File: src/rtl/ffd_bank_write_arbiter.sv
// Purpose : round-robin arbiter + one-shot write sequencer for a bank of D registers.
// Latency : grant 1 cycle after req sampled in IDLE, bank_ld the cycle after, ack one later.
// Backpr. : requesters hold req until ack; others stay pending and compete at next IDLE.
//
// Ports:
//   i_clk, i_rst           clock, synchronous active-high reset
//   i_req   [NREQ]         per-requester request, held until its ack
//   i_addr  [NREQ*AW]      requester i target address at [i*AW +: AW]
//   i_wdata [NREQ*DW]      requester i write data at [i*DW +: DW]
//   o_grant [NREQ]         one-hot current owner, zero when idle
//   o_ack   [NREQ]         one-cycle pulse to the owner once its write is done
//   o_bank_ld [2**AW]      one-hot load enable into the register bank
//   o_bank_d  [DW]         data for the bank d inputs (holds last value)
//   o_busy                 high whenever the sequencer is not idle
//   o_err                  sticky release-timeout flag
// Build option: define FFD_ARB_TIMEOUT_EN to bound the RELEASE wait to TOUT cycles;
// otherwise RELEASE waits indefinitely and o_err is constant 0.
module ffd_bank_write_arbiter #(
    parameter int NREQ = 4,
    parameter int AW   = 3,
    parameter int DW   = 8,
    parameter int TOUT = 15
) (
    input  logic                 i_clk,
    input  logic                 i_rst,
    input  logic [NREQ-1:0]      i_req,
    input  logic [NREQ*AW-1:0]   i_addr,
    input  logic [NREQ*DW-1:0]   i_wdata,
    output logic [NREQ-1:0]      o_grant,
    output logic [NREQ-1:0]      o_ack,
    output logic [(1<<AW)-1:0]   o_bank_ld,
    output logic [DW-1:0]        o_bank_d,
    output logic                 o_busy,
    output logic                 o_err
);
    localparam int DEPTH = 1 << AW;
    localparam int PW    = (NREQ > 1) ? $clog2(NREQ) : 1;

    typedef enum logic [1:0] {S_IDLE, S_LOAD, S_ACK, S_RELEASE} state_t;

    state_t            r_state, w_state_nxt;
    logic [PW-1:0]     r_ptr, w_ptr_nxt;
    logic [PW-1:0]     r_win, w_win_nxt;
    logic [AW-1:0]     r_addr, w_addr_nxt;
    logic [DW-1:0]     r_data, w_data_nxt;
    logic [NREQ-1:0]   r_grant, w_grant_nxt;
    logic [NREQ-1:0]   r_ack, w_ack_nxt;
    logic [DEPTH-1:0]  r_ld, w_ld_nxt;
    logic [DW-1:0]     r_d, w_d_nxt;
    logic              r_busy;

    logic              w_found;
    logic [PW-1:0]     w_pick;

`ifdef FFD_ARB_TIMEOUT_EN
    localparam logic [4:0] TLIM = 5'(TOUT - 1);
    logic [4:0]        r_cnt, w_cnt_nxt;
    logic              r_err, w_err_nxt;
`endif

    // (base + k) mod NREQ without a divider; k is always < NREQ here.
    function automatic logic [PW-1:0] wrap_add(input logic [PW-1:0] base, input int k);
        int s;
        s = int'(base) + k;
        if (s >= NREQ) s = s - NREQ;
        return PW'(s);
    endfunction

    // First asserted request searching from the round-robin pointer.
    always_comb begin
        w_found = 1'b0;
        w_pick  = r_ptr;
        for (int k = 0; k < NREQ; k++) begin
            if (!w_found && i_req[wrap_add(r_ptr, k)]) begin
                w_found = 1'b1;
                w_pick  = wrap_add(r_ptr, k);
            end
        end
    end

    // Next-state and next-output logic. Outputs are registered, so each
    // state's effect appears on the pins in the following cycle.
    always_comb begin
        w_state_nxt = r_state;
        w_ptr_nxt   = r_ptr;
        w_win_nxt   = r_win;
        w_addr_nxt  = r_addr;
        w_data_nxt  = r_data;
        w_grant_nxt = r_grant;
        w_ack_nxt   = '0;
        w_ld_nxt    = '0;
        w_d_nxt     = r_d;
`ifdef FFD_ARB_TIMEOUT_EN
        w_cnt_nxt   = r_cnt;
        w_err_nxt   = r_err;
`endif
        unique case (r_state)
            S_IDLE: begin
                w_grant_nxt = '0;
                if (w_found) begin
                    // Capture the winner's address/data now; later changes are ignored.
                    w_win_nxt   = w_pick;
                    w_addr_nxt  = i_addr[w_pick*AW +: AW];
                    w_data_nxt  = i_wdata[w_pick*DW +: DW];
                    w_grant_nxt = NREQ'(1) << w_pick;
                    w_state_nxt = S_LOAD;
                end
            end
            S_LOAD: begin
                w_ld_nxt    = DEPTH'(1) << r_addr;
                w_d_nxt     = r_data;
                w_state_nxt = S_ACK;
            end
            S_ACK: begin
                w_ack_nxt   = NREQ'(1) << r_win;
                w_state_nxt = S_RELEASE;
`ifdef FFD_ARB_TIMEOUT_EN
                w_cnt_nxt   = '0;
`endif
            end
            S_RELEASE: begin
                if (!i_req[r_win]) begin
                    w_state_nxt = S_IDLE;
                    w_grant_nxt = '0;
                    w_ptr_nxt   = wrap_add(r_win, 1);
                end
`ifdef FFD_ARB_TIMEOUT_EN
                else if (r_cnt == TLIM) begin
                    // Owner never released: abandon it and move the pointer past it.
                    w_state_nxt = S_IDLE;
                    w_grant_nxt = '0;
                    w_ptr_nxt   = wrap_add(r_win, 1);
                    w_err_nxt   = 1'b1;
                end else begin
                    w_cnt_nxt   = r_cnt + 5'd1;
                end
`endif
            end
            default: begin
                w_state_nxt = S_IDLE;
                w_grant_nxt = '0;
            end
        endcase
    end

    always_ff @(posedge i_clk) begin
        if (i_rst) begin
            r_state <= S_IDLE;
            r_ptr   <= '0;
            r_win   <= '0;
            r_addr  <= '0;
            r_data  <= '0;
            r_grant <= '0;
            r_ack   <= '0;
            r_ld    <= '0;
            r_d     <= '0;
            r_busy  <= 1'b0;
`ifdef FFD_ARB_TIMEOUT_EN
            r_cnt   <= '0;
            r_err   <= 1'b0;
`endif
        end else begin
            r_state <= w_state_nxt;
            r_ptr   <= w_ptr_nxt;
            r_win   <= w_win_nxt;
            r_addr  <= w_addr_nxt;
            r_data  <= w_data_nxt;
            r_grant <= w_grant_nxt;
            r_ack   <= w_ack_nxt;
            r_ld    <= w_ld_nxt;
            r_d     <= w_d_nxt;
            r_busy  <= (w_state_nxt != S_IDLE);
`ifdef FFD_ARB_TIMEOUT_EN
            r_cnt   <= w_cnt_nxt;
            r_err   <= w_err_nxt;
`endif
        end
    end

    assign o_grant   = r_grant;
    assign o_ack     = r_ack;
    assign o_bank_ld = r_ld;
    assign o_bank_d  = r_d;
    assign o_busy    = r_busy;
`ifdef FFD_ARB_TIMEOUT_EN
    assign o_err     = r_err;
`else
    // Constant 0; written against TOUT so the parameter is consumed in this build too.
    assign o_err     = (TOUT < 0);
`endif

endmodule

File: config.mk
export PLATFORM = sky130hd
export DESIGN_NAME = ffd_bank_write_arbiter
export DESIGN_NICKNAME = d
export VERILOG_FILES = /design/src/rtl/ffd_bank_write_arbiter.sv
export SDC_FILE = /design/constraint.sdc
export NUM_CORES = 1
export LEC_CHECK = 0
export BUFFER_PORTS_ARGS = -buffer_cell sky130_fd_sc_hd__buf_2
export CAP_MARGIN = 20
export CORE_MARGIN = 1.5
export CORE_UTILIZATION = 35
export DETAILED_ROUTE_END_ITERATION = 10
export HOLD_SLACK_MARGIN = 0.03
export PLACE_DENSITY_LB_ADDON = 0.05
export SLEW_MARGIN = 20
export SYNTH_ARGS = -nofsm -noshare
export SYNTH_HDL_FRONTEND = slang
export SYNTH_SLANG_ARGS = --single-unit
export TNS_END_PERCENT = 100
File: constraint.sdc
create_clock -name i_clk -period 2.1 [get_ports i_clk]
set_input_delay 0.21 -clock i_clk [delete_from_list [all_inputs] [get_ports i_clk]]
set_output_delay 0.21 -clock i_clk [all_outputs]
set_load 0.02 [all_outputs]
---- Yosys cells after proc, flatten, opt, wreduce, memory -nomap -nowiden ----
Index checks and enable logic that the tools add are counted.
storage, ports and cells
  bits in registers ....................... 42
  output and inout port bits .............. 26
cells by class
  $add $sub $neg .......................... 9
  $mul .................................... 1
  order comparisons ....................... 10
  eq/ne operators ......................... 4
  shift-type cells ........................ 5
  muxes and demuxes ....................... 29
  bitwise logic cells ..................... 3
  reduce and logical (&&, ||, !) cells .... 14
operators with widths
  kind                                                                count
  variable part select 32 x 6 -> 8 bit                                1
  2-to-1 mux 2 bit                                                    11
  less-than comparator 2 x 3 -> 1 bit (second input constant)         5
  greater-or-equal comparator 3 bit (second input constant)           4
  variable part select 12 x 5 -> 3 bit                                1
  binary-select mux 1 bit (select 2 bit)                              5
  subtractor 2 x 1 -> 2 bit (second input constant)                   5
  2-to-1 mux 1 bit                                                    9
  2-to-1 mux 4 bit                                                    2
  case mux 2 bit (4 select lines)                                     1
  case mux 4 bit (2 select lines)                                     1
  left shift 1 x 2 -> 4 bit (first input constant)                    2
  left shift 1 x 3 -> 8 bit (first input constant)                    1
  adder 2 x 1 -> 3 bit (second input constant)                        2
  adder 2 x 2 -> 3 bit (second input constant)                        2
  AND reduction 2 bit                                                 3
  equality test 2 bit (second input constant)                         2
  multiplier 2 x 2 -> 4 bit (second input constant)                   1
  nonzero test 2 bit                                                  2
  OR reduction 2 bit                                                  2
  greater-or-equal comparator 2 x 3 -> 1 bit (second input constant)  1
  logical AND 1 bit                                                   3
  zero test 1 bit                                                     3
  inverter 1 bit                                                      3
  3 further kinds                                                     3

---- Longest topological paths before layout ----
Gate-level depths: netlist (run 1).
  depth after elaboration ................. 17
  mapped depth ............................ 7
  depth with buffers taken out ............ 5

---- Worst setup path before layout (run 1) ----
OpenSTA, ideal clock, no wires.
  path kind ............................... register to register
  from .................................... reg r_win[0]
  to ...................................... reg r_busy, in the netlist o_busy
  setup time .............................. 0.120 ns
  arrival time ............................ 1.490 ns
  data required time ...................... 1.980 ns
  slack ................................... 0.490 ns
  cell stages (with the launch flop) ...... 6
  period minus slack after synthesis ...... 1.610 ns
  path through ............................ dfxtp_1 buf_6 mux4_2 nor3b_4 nor3_2 or2_1
between the ends
  word-level cells in the longest chain between the ends .. 5
ends and longest elaborated chain
  element                                 RTL line  text
  start: declaration                      43        logic [PW-1:0] r_win, w_win_nxt;
  start signal: assignment                165       r_win <= w_win_nxt;
  binary-select mux 1 bit (select 2 bit)  122       if (!i_req[r_win]) begin
  2-to-1 mux 1 bit (not written as such)  122
  2-to-1 mux 2 bit                        122
  case mux 2 bit (4 select lines)         97        unique case (r_state)
  nonzero test 2 bit                      172       r_busy <= (w_state_nxt != S_IDLE);
  end signal: assignment                  172
  end: declaration                        50        logic r_busy;
No other way between the ends. The select of a mux whose other input is x is not followed.
A chain may end at the register's enable or synchronous reset.

---- Final worst setup path (run 1) ----
Ends and elaborated chain as after synthesis.

==> results of run 1 <==
[synth_stat cells (3+ instances only)]
| cell | count | area (µm²) |
|---|---|---|
| a211oi_1 | 12 | 90.1 |
| a21oi_1 | 18 | 90.1 |
| a221oi_1 | 11 | 96.3 |
| a22o_1 | 3 | 26.3 |
| and4_1 | 11 | 96.3 |
| buf_2 | 7 | 35.0 |
| buf_4 | 3 | 22.5 |
| clkbuf_1 | 8 | 30.0 |
| dfxtp_1 | 42 | 841 |
| inv_1 | 4 | 15.0 |
| nand2_1 | 27 | 101 |
| nand2b_1 | 4 | 25.0 |
| nor2_1 | 30 | 113 |
| nor2b_1 | 4 | 25.0 |
| nor3_1 | 3 | 15.0 |
| nor3b_1 | 3 | 22.5 |
| o21a_1 | 3 | 22.5 |
| o21ai_1 | 15 | 75.1 |
| o22ai_1 | 3 | 18.8 |
| o31a_1 | 11 | 96.3 |
[cells in the final DEF, fill, tap and decap left out, drive strengths merged, types with 5 or more instances in the layout]
| cell | count |
|---|---|
| o21ai | 16 |
| buf | 82 |
| o31a | 11 |
| nand2 | 27 |
| a221oi | 11 |
| clkbuf | 5 |
| dfxtp | 42 |
| inv | 6 |
| a211oi | 12 |
| a21oi | 18 |
| and4 | 11 |
| nor2 | 30 |
[sequential cells by signal, indices dropped and copies added, names as in the netlist, 2 cells and up]
| signal | count |
|---|---|
| r_state | 2 |
| o_bank_d | 8 |
| r_data | 8 |
| o_grant | 4 |
| o_bank_ld | 8 |
| r_ptr | 2 |
| r_addr | 3 |
| o_ack | 4 |
| r_win | 2 |
[worst max-delay path: stages, from the launching register on]
cell and delay, ns:
dfxtp_1 0.50, mux4_2 0.60, nor3b_4 0.30, nor3_2 0.12, or2_1 0.24
[cell type report]
| class | count | area [µm²] |
|---|---|---|
| inverter | 6 | 22.5 |
| clock inverter | 3 | 68.8 |
| timing repair buffer | 82 | 430 |
| fill | 609 | 3210 |
| tap | 75 | 93.8 |
| sequential | 42 | 841 |
| clock buffer | 5 | 68.8 |
| multi-input combinational | 180 | 1120 |
[metal layers]
metal	vias up	part of all wire (%)
met5	-	0
met4	0	0.91
met3	5	5.6
met2	68	41
met1	898	52
li1	1054	-
[kinds of logic (layout without fill, tap and decap cells)]
logic type / after synthesis / count (layout) / share of synthesized area, %
xor gates and xnor gates: 1 / 1 / 0.418
DFF: 42 / 42 / 40.1
buffers and inverters: 28 / 96 / 6.68
and+or+nand+nor: 89 / 89 / 21.8
muxes: 1 / 1 / 1.07
AOI/OAI and AO/OA: 88 / 88 / 29.7
other: 1 / 1 / 0.179
[how the worst max path moves through the flow]
stage / endpoint / depth (start not counted) / start / slack [ns]
detailed placement: o_busy / 4 / r_win[0] / 0.24
CTS: o_busy / 4 / r_win[0] / 0.22
floorplan: o_busy / 5 / r_win[0] / 0.49
finish: o_busy / 4 / r_win[0] / 0.24
global route: r_data[2] / 4 / r_ptr[0] / 0.10
global placement: o_busy / 4 / r_win[0] / 0.20
[through the flow]
stage | setup WS, ns | instance area, µm² | util [%] | std cells | hold slack (ns)
final | 0.235 | 2640 | 45.1 | 393 | 0.281
after global placement | 0.203 | 2500 | 42.8 | 385 | 0.434
after CTS | 0.225 | 2640 | 45.1 | 393 | 0.277
after detailed placement | 0.243 | 2500 | 42.8 | 385 | 0.439
after global routing | 0.102 | 2640 | 45.1 | 393 | 0.292
after floorplan | 0.490 | 2100 | - | 250 | 0.311
[power by group]
part	internal [W]	switching [W]
Sequential	0.000872	0.0000543
Clock	0.000477	0.000295
Combinational	0.000204	0.000293
==> flow_summary.toml, run 1 <==
[place]
post-dp-hpwl_um = 4150
place.port_buffers = 74
gp_congestion = 0.794

[critical_path]
r2r-start = "r_win[0]"
r2r-end = "o_busy"
r2r_setup_slack_ns = 0.24
cp.arrival_ns = 2.05
r2r_cells = 4
cp.required_ns = 2.28
cp_max_fo = 7
worstSetupPathType = "reg -> reg"
cp-end-kind = "register"
crit_path_start_kind = "register"

[sta]
worst_slew_pin_slew_ns = 0.820
min_period_over_period_pct = 88.8
final_max_slew_viol_count = 0
rsz0062_at_grt = "no"
setup_viol = 0
min_period_ns = 1.86
skew_ns = 0.00903
setup_tns_ns = 0
slew_headroom_pct = 45.3
fmax_mhz = 536
hold_violations = 0

[global_route]
grt-ovfl-total = 0
met1_usage_pct = 27.1
grtUsageTotal_pct = 17.8
grt_util_met3_pct = 3.30
first_global_vias = 1788
grt_pass1_wl_um = 8840
antenna_found_initial = 0
grt_max_degree = 31
grt.busiest_layer = "met1"
use_met2_pct = 24.6

[layout]
drive_gt1_share_pct = 30.5
diodes = 0
area_growth_syn_to_layout_pct = 26.0
final_nets = 367

[die]
io_pins = 76
fp.dieW_um = 80.4
rows = 28
design.die.area_mm2 = 0.00646
coreArea_mm2 = 0.00585
die_h_um = 80.4
start_util_pct = 35.8

[route]
drc_errors = 0
ant_nets = 0
routedWlPerCell_um = 14.3
drtPass1Iterations = 4
vias = 2025
viasPerCell = 5.15
drt_iter0_markers = 65
routed_wirelength_um = 5620

[clock_tree]
tritoncts = "done"
ctsHoldBuffers = 0
clockBufferDepth = 2
postCtsSetupRepairBufs = 0
htreeDepth = 2
clk_pin_slew_ns = 0.09
cts_inserted_buffers = 5
insertion_delay_ns = 0.30
cts.sink_count = 42
cts_resized = 0
cts_root_buf = "clkbuf_8"

[logic_synthesis]
synth_edf_count = 0
synthCells = 250
syn_nets = 300
synth_ff_type = "dfxtp_1"
yosysSeqAreaShare_pct = 40.1
avgSynthCellArea_um2 = 8.39
ys_types = 43
synth_area_mm2 = 0.00210
ys_ff_latch = 42
yosys_warnings = 0
synthArstFlopShare_pct = 0

[pwr]
power.total_w = 0.00219
peakVddDrop_mv = 0.433
p_leak_nw = 1.12
powerDensity_mw_per_mm2 = 831

[hold_path]
hold_end = "r_addr[2]"
whs_path_depth = 3
hp-class = "in -> reg"
min_from = "i_addr[2]"

[outcome]
run_status = "finished clean"

[job]
drv_cap = 0
No activity file was read; power rests on OpenSTA's default activity.
==> run 2: changes to the inputs <==
==> constraint.sdc (replaced) <==
create_clock -name i_clk -period 2.1 [get_ports i_clk]
set_input_delay 0.105 -clock i_clk [delete_from_list [all_inputs] [get_ports i_clk]]
set_output_delay 0.105 -clock i_clk [all_outputs]
set_load 0.02 [all_outputs]
==> run 2 against run 1 <==
Compared with the run above:
- count of clock-buffer cells in the layout unchanged
- register-to-register slack worse by 0.02 ns
- setup slack lost 0.018 ns
- fmax decreased by 0.93%
- non-clock buffer count up 1
- critical path depth unchanged
- largest cell class unchanged
- highest routed layer unchanged
==> flow_summary.toml, run 2 (synthesis results as in run 1) <==
[clock_tree]
insertion_delay_ns = 0.30
cts.sink_count = 42
cts_resized = 0
cts_inserted_buffers = 5
clk_pin_slew_ns = 0.08
clockBufferDepth = 2
cts_root_buf = "clkbuf_8"
postCtsSetupRepairBufs = 0
htreeDepth = 2
tritoncts = "done"
ctsHoldBuffers = 0

[pwr]
p_leak_nw = 1.10
powerDensity_mw_per_mm2 = 751
peakVddDrop_mv = 0.309

[global_route]
grtUsageTotal_pct = 17.9
grt_max_degree = 31
antenna_found_initial = 0
first_global_vias = 1734
grt-ovfl-total = 0
grt_pass1_wl_um = 8930

[sta]
min_period_over_period_pct = 89.6
fmax_mhz = 531
setup_tns_ns = 0
worst_slew_pin_slew_ns = 0.914
hold_ws_ns = 0.181
final_max_slew_viol_count = 0
min_period_ns = 1.88
slew_headroom_pct = 38.7
rsz0062_at_grt = "no"
hold_violations = 0
setup_viol = 0
skew_ns = 0.00545
fin_ws_ns = 0.218

[die]
design.die.area_mm2 = 0.00646
start_util_pct = 35.8
rows = 28
fp.dieW_um = 80.4
io_pins = 76
die_h_um = 80.4
coreArea_mm2 = 0.00585

[layout]
stdcell_count = 394
mostFrequentLayoutCells = "buf_2, dfxtp_1, nor2_1, nand2_1, a21oi_1"
drive_gt1_share_pct = 31.0
final_nets = 368
final_common_cell = "buf_2"
diodes = 0
fillerInstances = 617
area_growth_syn_to_layout_pct = 24.2
fin_util_pct = 44.5

[hold_path]
hold_end = "r_data[6]"
hp-class = "in -> reg"
min_from = "i_wdata[6]"
whs_path_depth = 3

[place]
dp_slack_ns = 0.132
place.port_buffers = 74
gp_congestion = 0.805
post-dp-hpwl_um = 4210
place_inst = 386

[critical_path]
r2r_cells = 4
r2r-start = "r_win[0]"
cp.required_ns = 2.29
cp_max_fo = 7
crit_path_start_kind = "register"
worstSetupPathType = "reg -> reg"
r2r_setup_slack_ns = 0.22
r2r-end = "r_ptr[1]"
cp.arrival_ns = 2.07
cp-end-kind = "register"

[route]
vias = 1996
viasPerCell = 5.07
drc_errors = 0
routed_wirelength_um = 5560
drt_iter0_markers = 111
ant_nets = 0
drtPass1Iterations = 5
routedWlPerCell_um = 14.1

[job]
drv_cap = 0

[outcome]
run_status = "finished clean"
-- run 2: cell types whose count changed in the layout (fill, tap and decap cells not counted), sizes merged --
cell,before,now
buf,82,83
bufinv,2,0
clkinv,1,0
clkinvlp,0,2
inv,6,7
-- run 2: worst max path at each step --
| stage | start | to | slack, ns | cells past startpoint |
|---|---|---|---|---|
| 2_1_floorplan | r_win[0] | o_busy | 0.49 | 5 |
| 3_3_place_gp | r_ptr[1] | r_data[4] | 0.14 | 6 |
| 3_5_place_dp | r_ptr[1] | r_data[4] | 0.13 | 6 |
| 4_1_cts | r_ptr[1] | r_data[4] | 0.11 | 6 |
| 5_1_grt | r_ptr[1] | r_data[5] | 0.04 | 5 |
| 6_report | r_win[0] | r_ptr[1] | 0.22 | 4 |
-- run 2: metrics by stage --
step,cell area [µm²],power [W]
final,2610,0.00196
after CTS,2600,0.00198
after floorplan,2100,0.00128
after global routing,2610,0.00208
after global placement,2510,0.00144
after detailed placement,2510,0.00144
-- run 2: power by group --
part | switching [W] | internal, W | total [W]
Combinational | 0.000286 | 0.000204 | 0.000490
Sequential | 0.0000579 | 0.000872 | 0.000930
Clock | 0.000299 | 0.000238 | 0.000537
Total | 0.000644 | 0.00131 | 0.00196
-- run 2: cell type report --
cell class	instances	area [µm²]	share of cell area, %
repair buffers	83	438	16.8
clock inverters	3	23.8	0.913
inverters	6	22.5	0.865
clock buffers	5	68.8	2.64
multi-input cells	180	1120	42.9
well taps	75	93.8	3.60
flip-flops and latches	42	841	32.3
-- run 2: per-layer routing --
metal  up-vias  wire, µm  global-route usage (%)
met3         4       305                    3.52
met5         -         0                       0
met4         0        61                    5.17
met1       884      2910                    27.9
li1       1047         -                       -
met2        61      2290                    24.2
-- run 2: worst max-delay path, cell delays in order, from the launching register on --
cell and delay (ns):
dfxtp_1 0.51, mux4_2 0.60, nor3b_4 0.30, nor2_1 0.07, a211oi_1 0.30
==> run 3: changes to the inputs <==
==> constraint.sdc (replaced) <==
create_clock -name i_clk -period 1.5 [get_ports i_clk]
set_input_delay 0.075 -clock i_clk [delete_from_list [all_inputs] [get_ports i_clk]]
set_output_delay 0.075 -clock i_clk [all_outputs]
set_load 0.02 [all_outputs]
==> run 3 against run 2 <==
Compared with the run above:
- the flow now finishes with violations (negative setup slack)
- core utilization rose by 8.0 points
- highest routed layer unchanged
- global-route usage rose by 2.4 points
- worst hold slack worse by 0.050 ns
- design area grew 18%
- clock skew up 0.0025 ns
- non-clock buffer count is 34 higher
- final cell count grew 8.9%
- clock power grew 40%
- count of clock-buffer cells in the layout unchanged
- total power up 52%
- largest power group unchanged
- sequential power rose by 39%
- critical path depth unchanged
==> flow_summary.toml, run 3 (synthesis results as in run 1) <==
[outcome]
run_status = "complete, but fails checks"
failed_checks = "negative setup slack"

[route]
ant_nets = 0
routedWlPerCell_um = 14.5
vias = 2167
drtPass1Iterations = 4
drt_iter0_markers = 81
viasPerCell = 5.05
routed_wirelength_um = 6200
drc_errors = 0

[pwr]
peakVddDrop_mv = 0.483
powerDensity_mw_per_mm2 = 966
p_leak_nw = 1.32

[job]
drv_cap = 0

[hold_path]
hp-class = "in -> reg"

[clock_tree]
tritoncts = "done"
cts.sink_count = 42
htreeDepth = 2
cts_inserted_buffers = 5
cts_root_buf = "clkbuf_8"
insertion_delay_ns = 0.30
clk_pin_slew_ns = 0.08
clockBufferDepth = 2
ctsHoldBuffers = 0

[layout]
area_growth_syn_to_layout_pct = 46.4
fillerInstances = 587
final_common_cell = "buf_2"
diodes = 0
mostFrequentLayoutCells = "buf_2, dfxtp_1, buf_4, nor2_1, nand2_1"
drive_gt1_share_pct = 45.2
fin_util_pct = 52.5
final_nets = 403

[sta]
min_period_ns = 1.62
fmax_mhz = 617
hold_violations = 0
min_period_over_period_pct = 108
fin_ws_ns = -0.121
final_max_slew_viol_count = 0
rsz0062_at_grt = "yes"
worst_slew_pin_slew_ns = 0.515
hold_ws_ns = 0.130
skew_ns = 0.00792
slew_headroom_pct = 65.7
setup_viol = 18

[global_route]
grt_max_degree = 17
antenna_found_initial = 0
grtUsageTotal_pct = 20.3
first_global_vias = 1995
grt_pass1_wl_um = 10100
grt-ovfl-total = 0

[critical_path]
cp.required_ns = 1.69
cp-end-kind = "register"
worstSetupPathType = "reg -> reg"
cp_max_fo = 6
crit_path_start_kind = "register"
cp.arrival_ns = 1.81

[place]
place.port_buffers = 74
post-dp-hpwl_um = 4490
dp_slack_ns = -0.324
gp_congestion = 0.775

[die]
coreArea_mm2 = 0.00585
fp.dieW_um = 80.4
start_util_pct = 35.8
rows = 28
die_h_um = 80.4
io_pins = 76
design.die.area_mm2 = 0.00646
-- run 3: changes by cell type in the layout (fill, tap and decap cells not counted), sizes merged --
cell,change
buf,+34
o31ai,+1
-- run 3: timing repair --
action / CTS / global route
endpoints found under the setup margin: 20 / 19
buffers inserted: 6 / 1
pin swaps: 17 / 5
resized for setup: 32 / 1
gates cloned: 1 / 0
-- run 3: final timing paths --
| kind | endpoint | slack (ns) | startpoint | cells after the start |
|---|---|---|---|---|
| hold / removal | r_addr[0] | 0.13 | i_addr[3] | 3 |
| setup / recovery | o_busy | -0.12 | r_win[0] | 4 |
| hold reg to reg | o_grant[3] | 0.45 | o_grant[3] | 2 |
| setup reg to reg | o_busy | -0.12 | r_win[0] | 4 |
-- run 3: area by class of cell --
class	count	area, µm²	share of cell area, %
well taps	75	93.8	3.06
clock inverters	3	23.8	0.774
repair buffers	117	746	24.3
multi-input cells	181	1270	41.4
clock buffers	5	68.8	2.24
flip-flops and latches	42	845	27.5
inverters	6	22.5	0.733
-- run 3: report_power, final --
| group | total, W | switching [W] | internal [W] |
|---|---|---|---|
| clock | 0.000754 | 0.000421 | 0.000333 |
| sequential | 0.00129 | 0.0000656 | 0.00122 |
| combinational | 0.000924 | 0.000500 | 0.000425 |
-- run 3: critical path: stages, from the launching register on --
cell and delay (ns):
dfxtp_2 0.35, mux4_2 0.54, nor3b_4 0.29, nor3_2 0.12
or2_1 0.22
-- run 3: layer usage --
metal	vias up	routed length, µm	GRT usage (%)
li1	1121	-	-
met1	976	3200	29.4
met2	65	2680	30.7
met3	5	263	3.75
met4	0	56	5.34
met5	-	0	0
-- run 3: through the flow --
| step | cells | power [W] | setup TNS, ns | instance area, µm² |
|---|---|---|---|---|
| after floorplan | 250 | 0.00179 | -0.386 | 2100 |
| after global placement | 413 | 0.00211 | -3.51 | 2740 |
| after detailed placement | 413 | 0.00212 | -4.02 | 2740 |
| after CTS | 428 | 0.00298 | -1.36 | 3060 |
| after global routing | 429 | 0.00313 | -3.10 | 3070 |
| final | 429 | 0.00297 | -1.59 | 3070 |
